`config.mk`:
```
export PLATFORM = sky130hd
export DESIGN_NAME = control_unit_flat
export DESIGN_NICKNAME = d
export VERILOG_FILES = /design/src/rtl/cpu_pkg.sv /design/src/rtl/control_unit_if.sv /design/src/rtl/cu_decode.sv /design/src/rtl/control_unit.sv /design/src/flat_wrapper.sv
export SDC_FILE = /design/constraint.sdc
export NUM_CORES = 1
export LEC_CHECK = 0
export ABC_AREA = 1
export ABC_CLOCK_PERIOD_IN_PS = 2100
export BUFFER_PORTS_ARGS = -buffer_cell sky130_fd_sc_hd__buf_4
export CORE_MARGIN = 2
export CORE_UTILIZATION = 38
export DETAILED_ROUTE_END_ITERATION = 10
export PLACE_DENSITY = 0.83
export SYNTH_ARGS = -nofsm -noshare
export SYNTH_HDL_FRONTEND = slang
export SYNTH_SLANG_ARGS = --single-unit
```
`constraint.sdc`:
```
create_clock -name clk -period 2.1 [get_ports clk]
set_input_delay 0 -clock clk [delete_from_list [all_inputs] [get_ports clk]]
set_output_delay 0 -clock clk [all_outputs]
set_load 0.02 [all_outputs]
```
`src/rtl/cpu_pkg.sv`:
```
// Shared Mini-SRC definitions: instruction opcodes, ALU codes, control-unit
// state encoding, instruction classes and the per-class last execute state.
package cpu_pkg;

  localparam logic [4:0] OP_LD   = 5'b00000;
  localparam logic [4:0] OP_LDI  = 5'b00001;
  localparam logic [4:0] OP_ST   = 5'b00010;
  localparam logic [4:0] OP_ADD  = 5'b00011;
  localparam logic [4:0] OP_SUB  = 5'b00100;
  localparam logic [4:0] OP_AND  = 5'b00101;
  localparam logic [4:0] OP_OR   = 5'b00110;
  localparam logic [4:0] OP_SHR  = 5'b00111;
  localparam logic [4:0] OP_SHL  = 5'b01000;
  localparam logic [4:0] OP_ROR  = 5'b01001;
  localparam logic [4:0] OP_ROL  = 5'b01010;
  localparam logic [4:0] OP_ADDI = 5'b01011;
  localparam logic [4:0] OP_ANDI = 5'b01100;
  localparam logic [4:0] OP_ORI  = 5'b01101;
  localparam logic [4:0] OP_BR   = 5'b10010;
  localparam logic [4:0] OP_NOP  = 5'b11001;
  localparam logic [4:0] OP_HALT = 5'b11010;

  typedef enum logic [3:0] {
    ALU_ADD = 4'd0,
    ALU_SUB = 4'd1,
    ALU_AND = 4'd2,
    ALU_OR  = 4'd3,
    ALU_SHR = 4'd4,
    ALU_SHL = 4'd5,
    ALU_ROR = 4'd6,
    ALU_ROL = 4'd7
  } alu_op_e;

  // E0..E5 must stay consecutive: the sequencer steps through them by +1.
  typedef enum logic [3:0] {
    ST_RESET = 4'd0,
    ST_IDLE  = 4'd1,
    ST_F0    = 4'd2,
    ST_F1    = 4'd3,
    ST_F2    = 4'd4,
    ST_F3    = 4'd5,
    ST_E0    = 4'd6,
    ST_E1    = 4'd7,
    ST_E2    = 4'd8,
    ST_E3    = 4'd9,
    ST_E4    = 4'd10,
    ST_E5    = 4'd11,
    ST_HALT  = 4'd12
  } state_e;

  typedef enum logic [3:0] {
    CLS_ALU     = 4'd0,
    CLS_IMM     = 4'd1,
    CLS_LDI     = 4'd2,
    CLS_LD      = 4'd3,
    CLS_ST      = 4'd4,
    CLS_BR      = 4'd5,
    CLS_NOP     = 4'd6,
    CLS_HALT    = 4'd7,
    CLS_ILLEGAL = 4'd8
  } instr_class_e;

  function automatic state_e last_exec_state(input instr_class_e cls);
    state_e last;
    case (cls)
      CLS_ALU, CLS_IMM, CLS_LDI: last = ST_E2;
      CLS_LD:                    last = ST_E5;
      CLS_ST:                    last = ST_E4;
      CLS_BR:                    last = ST_E3;
      default:                   last = ST_E0;
    endcase
    return last;
  endfunction

endpackage

```
`src/rtl/control_unit_if.sv`:
```
// Control-unit <-> datapath signal bundle: the control unit is the master,
// the datapath/RAM/CON FF side is the slave.
interface control_unit_if;
  logic        in_run;
  logic [31:0] in_ir;
  logic        in_branch;
  logic [3:0]  out_alu_opcode;
  logic out_reg_clear, out_mdr_select, out_inc_pc, out_gra, out_grb, out_grc, out_ba_read;
  logic out_regfile_read, out_hi_read, out_lo_read, out_z_hi_read, out_z_lo_read;
  logic out_pc_read, out_mdr_read, out_inport_read, out_c_read, out_mem_read;
  logic out_regfile_write, out_hi_write, out_lo_write, out_z_write, out_pc_write;
  logic out_mdr_write, out_ir_write, out_y_write, out_mar_write, out_mem_write;
  logic out_con_write, out_halted, out_illegal;

  modport master (
    input  in_run, in_ir, in_branch,
    output out_alu_opcode,
    output out_reg_clear, out_mdr_select, out_inc_pc, out_gra, out_grb, out_grc, out_ba_read,
    output out_regfile_read, out_hi_read, out_lo_read, out_z_hi_read, out_z_lo_read,
    output out_pc_read, out_mdr_read, out_inport_read, out_c_read, out_mem_read,
    output out_regfile_write, out_hi_write, out_lo_write, out_z_write, out_pc_write,
    output out_mdr_write, out_ir_write, out_y_write, out_mar_write, out_mem_write,
    output out_con_write, out_halted, out_illegal
  );

  modport slave (
    output in_run, in_ir, in_branch,
    input  out_alu_opcode,
    input  out_reg_clear, out_mdr_select, out_inc_pc, out_gra, out_grb, out_grc, out_ba_read,
    input  out_regfile_read, out_hi_read, out_lo_read, out_z_hi_read, out_z_lo_read,
    input  out_pc_read, out_mdr_read, out_inport_read, out_c_read, out_mem_read,
    input  out_regfile_write, out_hi_write, out_lo_write, out_z_write, out_pc_write,
    input  out_mdr_write, out_ir_write, out_y_write, out_mar_write, out_mem_write,
    input  out_con_write, out_halted, out_illegal
  );
endinterface

```
`src/rtl/cu_decode.sv`:
```
// Opcode -> instruction class and ALU code. With CU_BRANCH_EN undefined the
// br opcode decodes as illegal.
module cu_decode
  import cpu_pkg::*;
(
  input  logic [4:0]   opcode,
  output instr_class_e instr_class,
  output alu_op_e      alu_op
);

  // Pure table lookup; unsupported opcodes fall to the illegal class.
  always_comb begin
    instr_class = CLS_ILLEGAL;
    alu_op      = ALU_ADD;
    case (opcode)
      OP_LD:   instr_class = CLS_LD;
      OP_LDI:  instr_class = CLS_LDI;
      OP_ST:   instr_class = CLS_ST;
      OP_ADD:  begin instr_class = CLS_ALU; alu_op = ALU_ADD; end
      OP_SUB:  begin instr_class = CLS_ALU; alu_op = ALU_SUB; end
      OP_AND:  begin instr_class = CLS_ALU; alu_op = ALU_AND; end
      OP_OR:   begin instr_class = CLS_ALU; alu_op = ALU_OR;  end
      OP_SHR:  begin instr_class = CLS_ALU; alu_op = ALU_SHR; end
      OP_SHL:  begin instr_class = CLS_ALU; alu_op = ALU_SHL; end
      OP_ROR:  begin instr_class = CLS_ALU; alu_op = ALU_ROR; end
      OP_ROL:  begin instr_class = CLS_ALU; alu_op = ALU_ROL; end
      OP_ADDI: begin instr_class = CLS_IMM; alu_op = ALU_ADD; end
      OP_ANDI: begin instr_class = CLS_IMM; alu_op = ALU_AND; end
      OP_ORI:  begin instr_class = CLS_IMM; alu_op = ALU_OR;  end
`ifdef CU_BRANCH_EN
      OP_BR:   instr_class = CLS_BR;
`endif
      OP_NOP:  instr_class = CLS_NOP;
      OP_HALT: instr_class = CLS_HALT;
      default: instr_class = CLS_ILLEGAL;
    endcase
  end

endmodule

```
`src/rtl/control_unit.sv`:
```
// Mini-SRC hardwired control unit: fetch F0-F3, then E0.. per instruction class.
// Build macro CU_BRANCH_EN enables the br instruction (otherwise br is illegal).
module control_unit
  import cpu_pkg::*;
(
  input  logic           clk,
  input  logic           in_reset_n,
  control_unit_if.master cu
);

  state_e       state_r;
  instr_class_e cls_s;
  alu_op_e      alu_s;
  state_e       last_s;

  cu_decode u_decode (
    .opcode      (cu.in_ir[31:27]),
    .instr_class (cls_s),
    .alu_op      (alu_s)
  );

  assign last_s = last_exec_state(cls_s);

  // Sequencer; in_run is only looked at on instruction boundaries.
  always_ff @(posedge clk or negedge in_reset_n) begin
    if (!in_reset_n) begin
      state_r <= ST_RESET;
    end else begin
      case (state_r)
        ST_RESET: state_r <= ST_IDLE;
        ST_IDLE:  state_r <= cu.in_run ? ST_F0 : ST_IDLE;
        ST_F0:    state_r <= ST_F1;
        ST_F1:    state_r <= ST_F2;
        ST_F2:    state_r <= ST_F3;
        ST_F3:    state_r <= ST_E0;
        ST_E0, ST_E1, ST_E2, ST_E3, ST_E4, ST_E5: begin
          if (state_r == last_s || state_r == ST_E5) begin
            if (cls_s == CLS_HALT)  state_r <= ST_HALT;
            else if (cu.in_run)     state_r <= ST_F0;
            else                    state_r <= ST_IDLE;
          end else begin
            state_r <= state_e'(state_r + 4'd1);
          end
        end
        ST_HALT:  state_r <= ST_HALT;
        default:  state_r <= ST_RESET;
      endcase
    end
  end

  // Control word decode from the current state (IR is stable throughout E*).
  always_comb begin
    cu.out_alu_opcode    = ALU_ADD;
    cu.out_reg_clear     = 1'b0;
    cu.out_mdr_select    = 1'b0;
    cu.out_inc_pc        = 1'b0;
    cu.out_gra           = 1'b0;
    cu.out_grb           = 1'b0;
    cu.out_grc           = 1'b0;
    cu.out_ba_read       = 1'b0;
    cu.out_regfile_read  = 1'b0;
    cu.out_hi_read       = 1'b0;
    cu.out_lo_read       = 1'b0;
    cu.out_z_hi_read     = 1'b0;
    cu.out_z_lo_read     = 1'b0;
    cu.out_pc_read       = 1'b0;
    cu.out_mdr_read      = 1'b0;
    cu.out_inport_read   = 1'b0;
    cu.out_c_read        = 1'b0;
    cu.out_mem_read      = 1'b0;
    cu.out_regfile_write = 1'b0;
    cu.out_hi_write      = 1'b0;
    cu.out_lo_write      = 1'b0;
    cu.out_z_write       = 1'b0;
    cu.out_pc_write      = 1'b0;
    cu.out_mdr_write     = 1'b0;
    cu.out_ir_write      = 1'b0;
    cu.out_y_write       = 1'b0;
    cu.out_mar_write     = 1'b0;
    cu.out_mem_write     = 1'b0;
    cu.out_con_write     = 1'b0;
    cu.out_halted        = 1'b0;
    cu.out_illegal       = 1'b0;
    case (state_r)
      ST_RESET: cu.out_reg_clear = 1'b1;
      ST_F0: begin
        cu.out_pc_read   = 1'b1;
        cu.out_mar_write = 1'b1;
        cu.out_inc_pc    = 1'b1;
        cu.out_pc_write  = 1'b1;
      end
      ST_F1: cu.out_mem_read = 1'b1;
      ST_F2: begin
        cu.out_mdr_select = 1'b1;
        cu.out_mdr_write  = 1'b1;
      end
      ST_F3: begin
        cu.out_mdr_read = 1'b1;
        cu.out_ir_write = 1'b1;
      end
      ST_E0: begin
        case (cls_s)
          CLS_ALU, CLS_IMM: begin
            cu.out_grb = 1'b1; cu.out_regfile_read = 1'b1; cu.out_y_write = 1'b1;
          end
          CLS_LDI, CLS_LD, CLS_ST: begin
            cu.out_grb = 1'b1; cu.out_ba_read = 1'b1; cu.out_y_write = 1'b1;
          end
          CLS_BR: begin
            cu.out_gra = 1'b1; cu.out_regfile_read = 1'b1;
`ifdef CU_BRANCH_EN
            cu.out_con_write = 1'b1;
`endif
          end
          CLS_ILLEGAL: cu.out_illegal = 1'b1;
          default: cu.out_illegal = 1'b0;
        endcase
      end
      ST_E1: begin
        case (cls_s)
          CLS_ALU: begin
            cu.out_grc = 1'b1; cu.out_regfile_read = 1'b1;
            cu.out_alu_opcode = alu_s; cu.out_z_write = 1'b1;
          end
          CLS_IMM: begin
            cu.out_c_read = 1'b1; cu.out_alu_opcode = alu_s; cu.out_z_write = 1'b1;
          end
          CLS_LDI, CLS_LD, CLS_ST: begin
            cu.out_c_read = 1'b1; cu.out_z_write = 1'b1;
          end
          CLS_BR: begin
            cu.out_pc_read = 1'b1; cu.out_y_write = 1'b1;
          end
          default: cu.out_z_write = 1'b0;
        endcase
      end
      ST_E2: begin
        case (cls_s)
          CLS_ALU, CLS_IMM, CLS_LDI: begin
            cu.out_gra = 1'b1; cu.out_z_lo_read = 1'b1; cu.out_regfile_write = 1'b1;
          end
          CLS_LD, CLS_ST: begin
            cu.out_z_lo_read = 1'b1; cu.out_mar_write = 1'b1;
          end
          CLS_BR: begin
            cu.out_c_read = 1'b1; cu.out_z_write = 1'b1;
          end
          default: cu.out_z_write = 1'b0;
        endcase
      end
      ST_E3: begin
        case (cls_s)
          CLS_LD: cu.out_mem_read = 1'b1;
          CLS_ST: begin
            cu.out_gra = 1'b1; cu.out_regfile_read = 1'b1; cu.out_mdr_write = 1'b1;
          end
          // Taken branch loads PC from Z; not taken leaves everything idle.
          CLS_BR: begin
            cu.out_z_lo_read = cu.in_branch;
            cu.out_pc_write  = cu.in_branch;
          end
          default: cu.out_mem_read = 1'b0;
        endcase
      end
      ST_E4: begin
        case (cls_s)
          CLS_LD: begin
            cu.out_mdr_select = 1'b1; cu.out_mdr_write = 1'b1;
          end
          CLS_ST: cu.out_mem_write = 1'b1;
          default: cu.out_mem_write = 1'b0;
        endcase
      end
      ST_E5: begin
        case (cls_s)
          CLS_LD: begin
            cu.out_mdr_read = 1'b1; cu.out_gra = 1'b1; cu.out_regfile_write = 1'b1;
          end
          default: cu.out_regfile_write = 1'b0;
        endcase
      end
      ST_HALT: cu.out_halted = 1'b1;
      default: cu.out_halted = 1'b0;
    endcase
  end

endmodule
```
`src/flat_wrapper.sv`:
```
// flat-port wrapper written by rule: the top's interface ports become plain ports
module control_unit_flat import cpu_pkg::*;
  (clk, in_reset_n, cu_in_run, cu_in_ir, cu_in_branch, cu_out_alu_opcode, cu_out_reg_clear, cu_out_mdr_select, cu_out_inc_pc, cu_out_gra, cu_out_grb, cu_out_grc, cu_out_ba_read, cu_out_regfile_read, cu_out_hi_read, cu_out_lo_read, cu_out_z_hi_read, cu_out_z_lo_read, cu_out_pc_read, cu_out_mdr_read, cu_out_inport_read, cu_out_c_read, cu_out_mem_read, cu_out_regfile_write, cu_out_hi_write, cu_out_lo_write, cu_out_z_write, cu_out_pc_write, cu_out_mdr_write, cu_out_ir_write, cu_out_y_write, cu_out_mar_write, cu_out_mem_write, cu_out_con_write, cu_out_halted, cu_out_illegal);
  control_unit_if cu_i ();
  input  logic clk;
  input  logic in_reset_n;
  input wire logic [$bits(cu_i.in_run)-1:0] cu_in_run;
  input wire logic [$bits(cu_i.in_ir)-1:0] cu_in_ir;
  input wire logic [$bits(cu_i.in_branch)-1:0] cu_in_branch;
  output wire logic [$bits(cu_i.out_alu_opcode)-1:0] cu_out_alu_opcode;
  output wire logic [$bits(cu_i.out_reg_clear)-1:0] cu_out_reg_clear;
  output wire logic [$bits(cu_i.out_mdr_select)-1:0] cu_out_mdr_select;
  output wire logic [$bits(cu_i.out_inc_pc)-1:0] cu_out_inc_pc;
  output wire logic [$bits(cu_i.out_gra)-1:0] cu_out_gra;
  output wire logic [$bits(cu_i.out_grb)-1:0] cu_out_grb;
  output wire logic [$bits(cu_i.out_grc)-1:0] cu_out_grc;
  output wire logic [$bits(cu_i.out_ba_read)-1:0] cu_out_ba_read;
  output wire logic [$bits(cu_i.out_regfile_read)-1:0] cu_out_regfile_read;
  output wire logic [$bits(cu_i.out_hi_read)-1:0] cu_out_hi_read;
  output wire logic [$bits(cu_i.out_lo_read)-1:0] cu_out_lo_read;
  output wire logic [$bits(cu_i.out_z_hi_read)-1:0] cu_out_z_hi_read;
  output wire logic [$bits(cu_i.out_z_lo_read)-1:0] cu_out_z_lo_read;
  output wire logic [$bits(cu_i.out_pc_read)-1:0] cu_out_pc_read;
  output wire logic [$bits(cu_i.out_mdr_read)-1:0] cu_out_mdr_read;
  output wire logic [$bits(cu_i.out_inport_read)-1:0] cu_out_inport_read;
  output wire logic [$bits(cu_i.out_c_read)-1:0] cu_out_c_read;
  output wire logic [$bits(cu_i.out_mem_read)-1:0] cu_out_mem_read;
  output wire logic [$bits(cu_i.out_regfile_write)-1:0] cu_out_regfile_write;
  output wire logic [$bits(cu_i.out_hi_write)-1:0] cu_out_hi_write;
  output wire logic [$bits(cu_i.out_lo_write)-1:0] cu_out_lo_write;
  output wire logic [$bits(cu_i.out_z_write)-1:0] cu_out_z_write;
  output wire logic [$bits(cu_i.out_pc_write)-1:0] cu_out_pc_write;
  output wire logic [$bits(cu_i.out_mdr_write)-1:0] cu_out_mdr_write;
  output wire logic [$bits(cu_i.out_ir_write)-1:0] cu_out_ir_write;
  output wire logic [$bits(cu_i.out_y_write)-1:0] cu_out_y_write;
  output wire logic [$bits(cu_i.out_mar_write)-1:0] cu_out_mar_write;
  output wire logic [$bits(cu_i.out_mem_write)-1:0] cu_out_mem_write;
  output wire logic [$bits(cu_i.out_con_write)-1:0] cu_out_con_write;
  output wire logic [$bits(cu_i.out_halted)-1:0] cu_out_halted;
  output wire logic [$bits(cu_i.out_illegal)-1:0] cu_out_illegal;
  assign cu_i.in_run = cu_in_run;
  assign cu_i.in_ir = cu_in_ir;
  assign cu_i.in_branch = cu_in_branch;
  assign cu_out_alu_opcode = cu_i.out_alu_opcode;
  assign cu_out_reg_clear = cu_i.out_reg_clear;
  assign cu_out_mdr_select = cu_i.out_mdr_select;
  assign cu_out_inc_pc = cu_i.out_inc_pc;
  assign cu_out_gra = cu_i.out_gra;
  assign cu_out_grb = cu_i.out_grb;
  assign cu_out_grc = cu_i.out_grc;
  assign cu_out_ba_read = cu_i.out_ba_read;
  assign cu_out_regfile_read = cu_i.out_regfile_read;
  assign cu_out_hi_read = cu_i.out_hi_read;
  assign cu_out_lo_read = cu_i.out_lo_read;
  assign cu_out_z_hi_read = cu_i.out_z_hi_read;
  assign cu_out_z_lo_read = cu_i.out_z_lo_read;
  assign cu_out_pc_read = cu_i.out_pc_read;
  assign cu_out_mdr_read = cu_i.out_mdr_read;
  assign cu_out_inport_read = cu_i.out_inport_read;
  assign cu_out_c_read = cu_i.out_c_read;
  assign cu_out_mem_read = cu_i.out_mem_read;
  assign cu_out_regfile_write = cu_i.out_regfile_write;
  assign cu_out_hi_write = cu_i.out_hi_write;
  assign cu_out_lo_write = cu_i.out_lo_write;
  assign cu_out_z_write = cu_i.out_z_write;
  assign cu_out_pc_write = cu_i.out_pc_write;
  assign cu_out_mdr_write = cu_i.out_mdr_write;
  assign cu_out_ir_write = cu_i.out_ir_write;
  assign cu_out_y_write = cu_i.out_y_write;
  assign cu_out_mar_write = cu_i.out_mar_write;
  assign cu_out_mem_write = cu_i.out_mem_write;
  assign cu_out_con_write = cu_i.out_con_write;
  assign cu_out_halted = cu_i.out_halted;
  assign cu_out_illegal = cu_i.out_illegal;
  control_unit u_core (.clk(clk), .in_reset_n(in_reset_n), .cu(cu_i));
endmodule
```
==> run metrics <==
status finished clean; P per Cell Area 217 nW/um^2; Async SR Flop Fraction 1.00; register area 100 um^2; R2R Setup Slk 330 ps; final WL 2790 um; router iterations before antenna repair 4; crit path time final 1770 ps; simple-gate share of the synthesized area 0.567; mux cell area share after synthesis 0; max-slew violation count 0; WL/cell 10.9 um; Largest Register u_core.state_r; Max Root-Sink Buffers 2; total gr overflow 0; critical path fanouts, max 5; CP Class flip-flop to primary output; fmax 564 MHz; final worst path period share 0.844; post-synth cell types 31; global-route wire length before repair 4730 um; IO buf count 33; Reg-to-Reg End u_core.state_r[1]; Die W 59.3 um; R2R depth 8; clock skew 1.66 ps; Ys Warns 0; EDFF count, synth 0; initial antenna violation count 0; most common cell after layout, fill and taps aside nand2_1; Avg Cell Area, Syn 6.18 um^2; P_leak 0.841 nW; xor/xnor share of the synthesized area 0.0151; Max rail drop VDD 0.000204 V; clock slew seen by the registers of the worst setup and hold paths 40 ps; final setup TNS 0 ps; DRC 0; DRT iter0 DRCs 46; Die Area 3520 um^2; Clock Sinks 4; top flop regs u_core.state_r x4; FF-to-FF Start u_core.state_r[0]; max-cap violation count 0; Syn-to-layout area delta 23.8%; pin count of the biggest net entering global routing 15; placer congestion estimate 0.906; num ports 70; Cell Area, Synth 1160 um^2; total number of vias 1255; Final setup violation count 0; layout cells sized above 1 0.350; CTS root buffer clkbuf_4; Worst setup EP type primary output; Final Hold Viols 0; total CTS buffers 3; Layout Nets 265; CP endpoint cu_out_regfile_read; DR vias/cell 4.90; multi-input logic area 875 um^2; worst hold margin 45.7 ps; Req. time, crit path 2100 ps; vias in the first global route 1151; Setup crit start u_core.state_r[1]; Die H 59.3 um; Worst Path Arrival 1770 ps; Core Area 2980 um^2; CTS H-tree lvls 1; dominant synthesized flop cell dfrtp_1; Worst setup SP type flip-flop; total track usage 0.170; ANT nets after route 0; RSZ-0062 raised after global routing no; worst hold path class input port to flip-flop; Largest register FFs 4; later-pin clock latency in the skew report 230 ps; Seq/Total Area, Yosys 0.0861; Synth Area in Compound Gates 0.101; Cells after Synth 188; Post-Synth Adder-Cell Area 0.0431; Initial Util 0.390; post-CTS sizing 0; FILL cells 318; Rows 20; antenna cell count 0; CTS tree yes; synthesis-stage register bit count 4; main combinational cell family by area after synthesis simple AND/OR/NAND/NOR gates; most frequent cells in the layout nand2_1 (40), buf_4 (33), inv_1 (32), nor2_1 (22), nand3_1 (13); post-DP HPWL 2390 um
metrics by stage:
| step | instances | utilization | total power, mW | setup WS, ps | cell area (um^2) |
|---|---|---|---|---|---|
| 2_1_floorplan | 195 | - | 0.198 | 594 | 1190 |
| 3_3_place_gp | 252 | 0.472 | 0.215 | 360 | 1410 |
| 3_5_place_dp | 252 | 0.472 | 0.217 | 337 | 1410 |
| 4_1_cts | 256 | 0.483 | 0.316 | 333 | 1440 |
| 5_1_grt | 256 | 0.483 | 0.338 | 75.1 | 1440 |
| 6_report | 256 | 0.483 | 0.312 | 327 | 1440 |
layer usage:
layer,vias to the layer above,GRT usage,wire length [um]
met3,4,0.0306,194
met1,556,0.239,1290
met4,0,0.0390,28
li1,644,-,-
met2,51,0.268,1270
met5,-,0,0
cells in the mapped netlist (2+ instances only):
library cell | number | area share
o21ai_4 | 2 | 0.028
nor4_1 | 2 | 0.011
dfrtp_1 | 4 | 0.086
nand4_1 | 2 | 0.011
nand3_1 | 13 | 0.056
nand3_2 | 10 | 0.086
nor2_8 | 2 | 0.034
nor3_1 | 2 | 0.0086
o21ai_0 | 6 | 0.026
inv_1 | 32 | 0.10
nor2_4 | 4 | 0.039
xor2_1 | 2 | 0.015
ha_1 | 4 | 0.043
buf_4 | 8 | 0.052
inv_2 | 6 | 0.019
nand2_4 | 3 | 0.029
nor2_1 | 22 | 0.071
nand2_1 | 40 | 0.13
nor2_2 | 4 | 0.022
nand2_2 | 9 | 0.048
worst min path at each step:
stage               startpoint                end  slack (ps)  cells past startpoint
global placement    in_reset_n  u_core.state_r[3]        -200                      1
global route         cu_in_run  u_core.state_r[1]          70                      3
CTS                  cu_in_run  u_core.state_r[1]          40                      3
detailed placement  in_reset_n  u_core.state_r[3]        -200                      1
floorplan           in_reset_n  u_core.state_r[0]        -300                      0
finish               cu_in_run  u_core.state_r[1]          50                      3
what timing repair did:
action	in CTS	in global routing
buffers inserted	0	0
hold buffers	1	0
hold endpoints to repair	4	0
worst max-delay path, stage by stage, from the launching register on:
cell and delay (ps):
dfrtp_1 440, inv_1 140, ha_1 210, inv_1 70
nor2_1 200, nand4_1 200, nand3_1 140, buf_4 140
power breakdown:
part	leakage (nW)	switching, mW	internal, mW
registers	0.0455	0	0.0775
clock network	0.0138	0.0302	0.0638
logic	0.782	0.0944	0.0462
cell families (layout without fill, tap and decap cells):
kind of cell | Yosys count | after routing
DFF | 4 | 4
buffers and inverters | 47 | 75
AOI/OAI and AO/OA | 14 | 14
xor gates and xnor gates | 2 | 2
adders and majority gates | 4 | 4
other | 1 | 8
and+or+nand+nor | 116 | 116
area by class of cell:
type	instances	area share
clock buffers	3	0.0157
inverters	38	0.0991
multi-input cells	144	0.608
flip-flops and latches	4	0.0696
well taps	33	0.0287
repair buffers	34	0.179
Note: power is estimated with default switching activity, not from simulation.
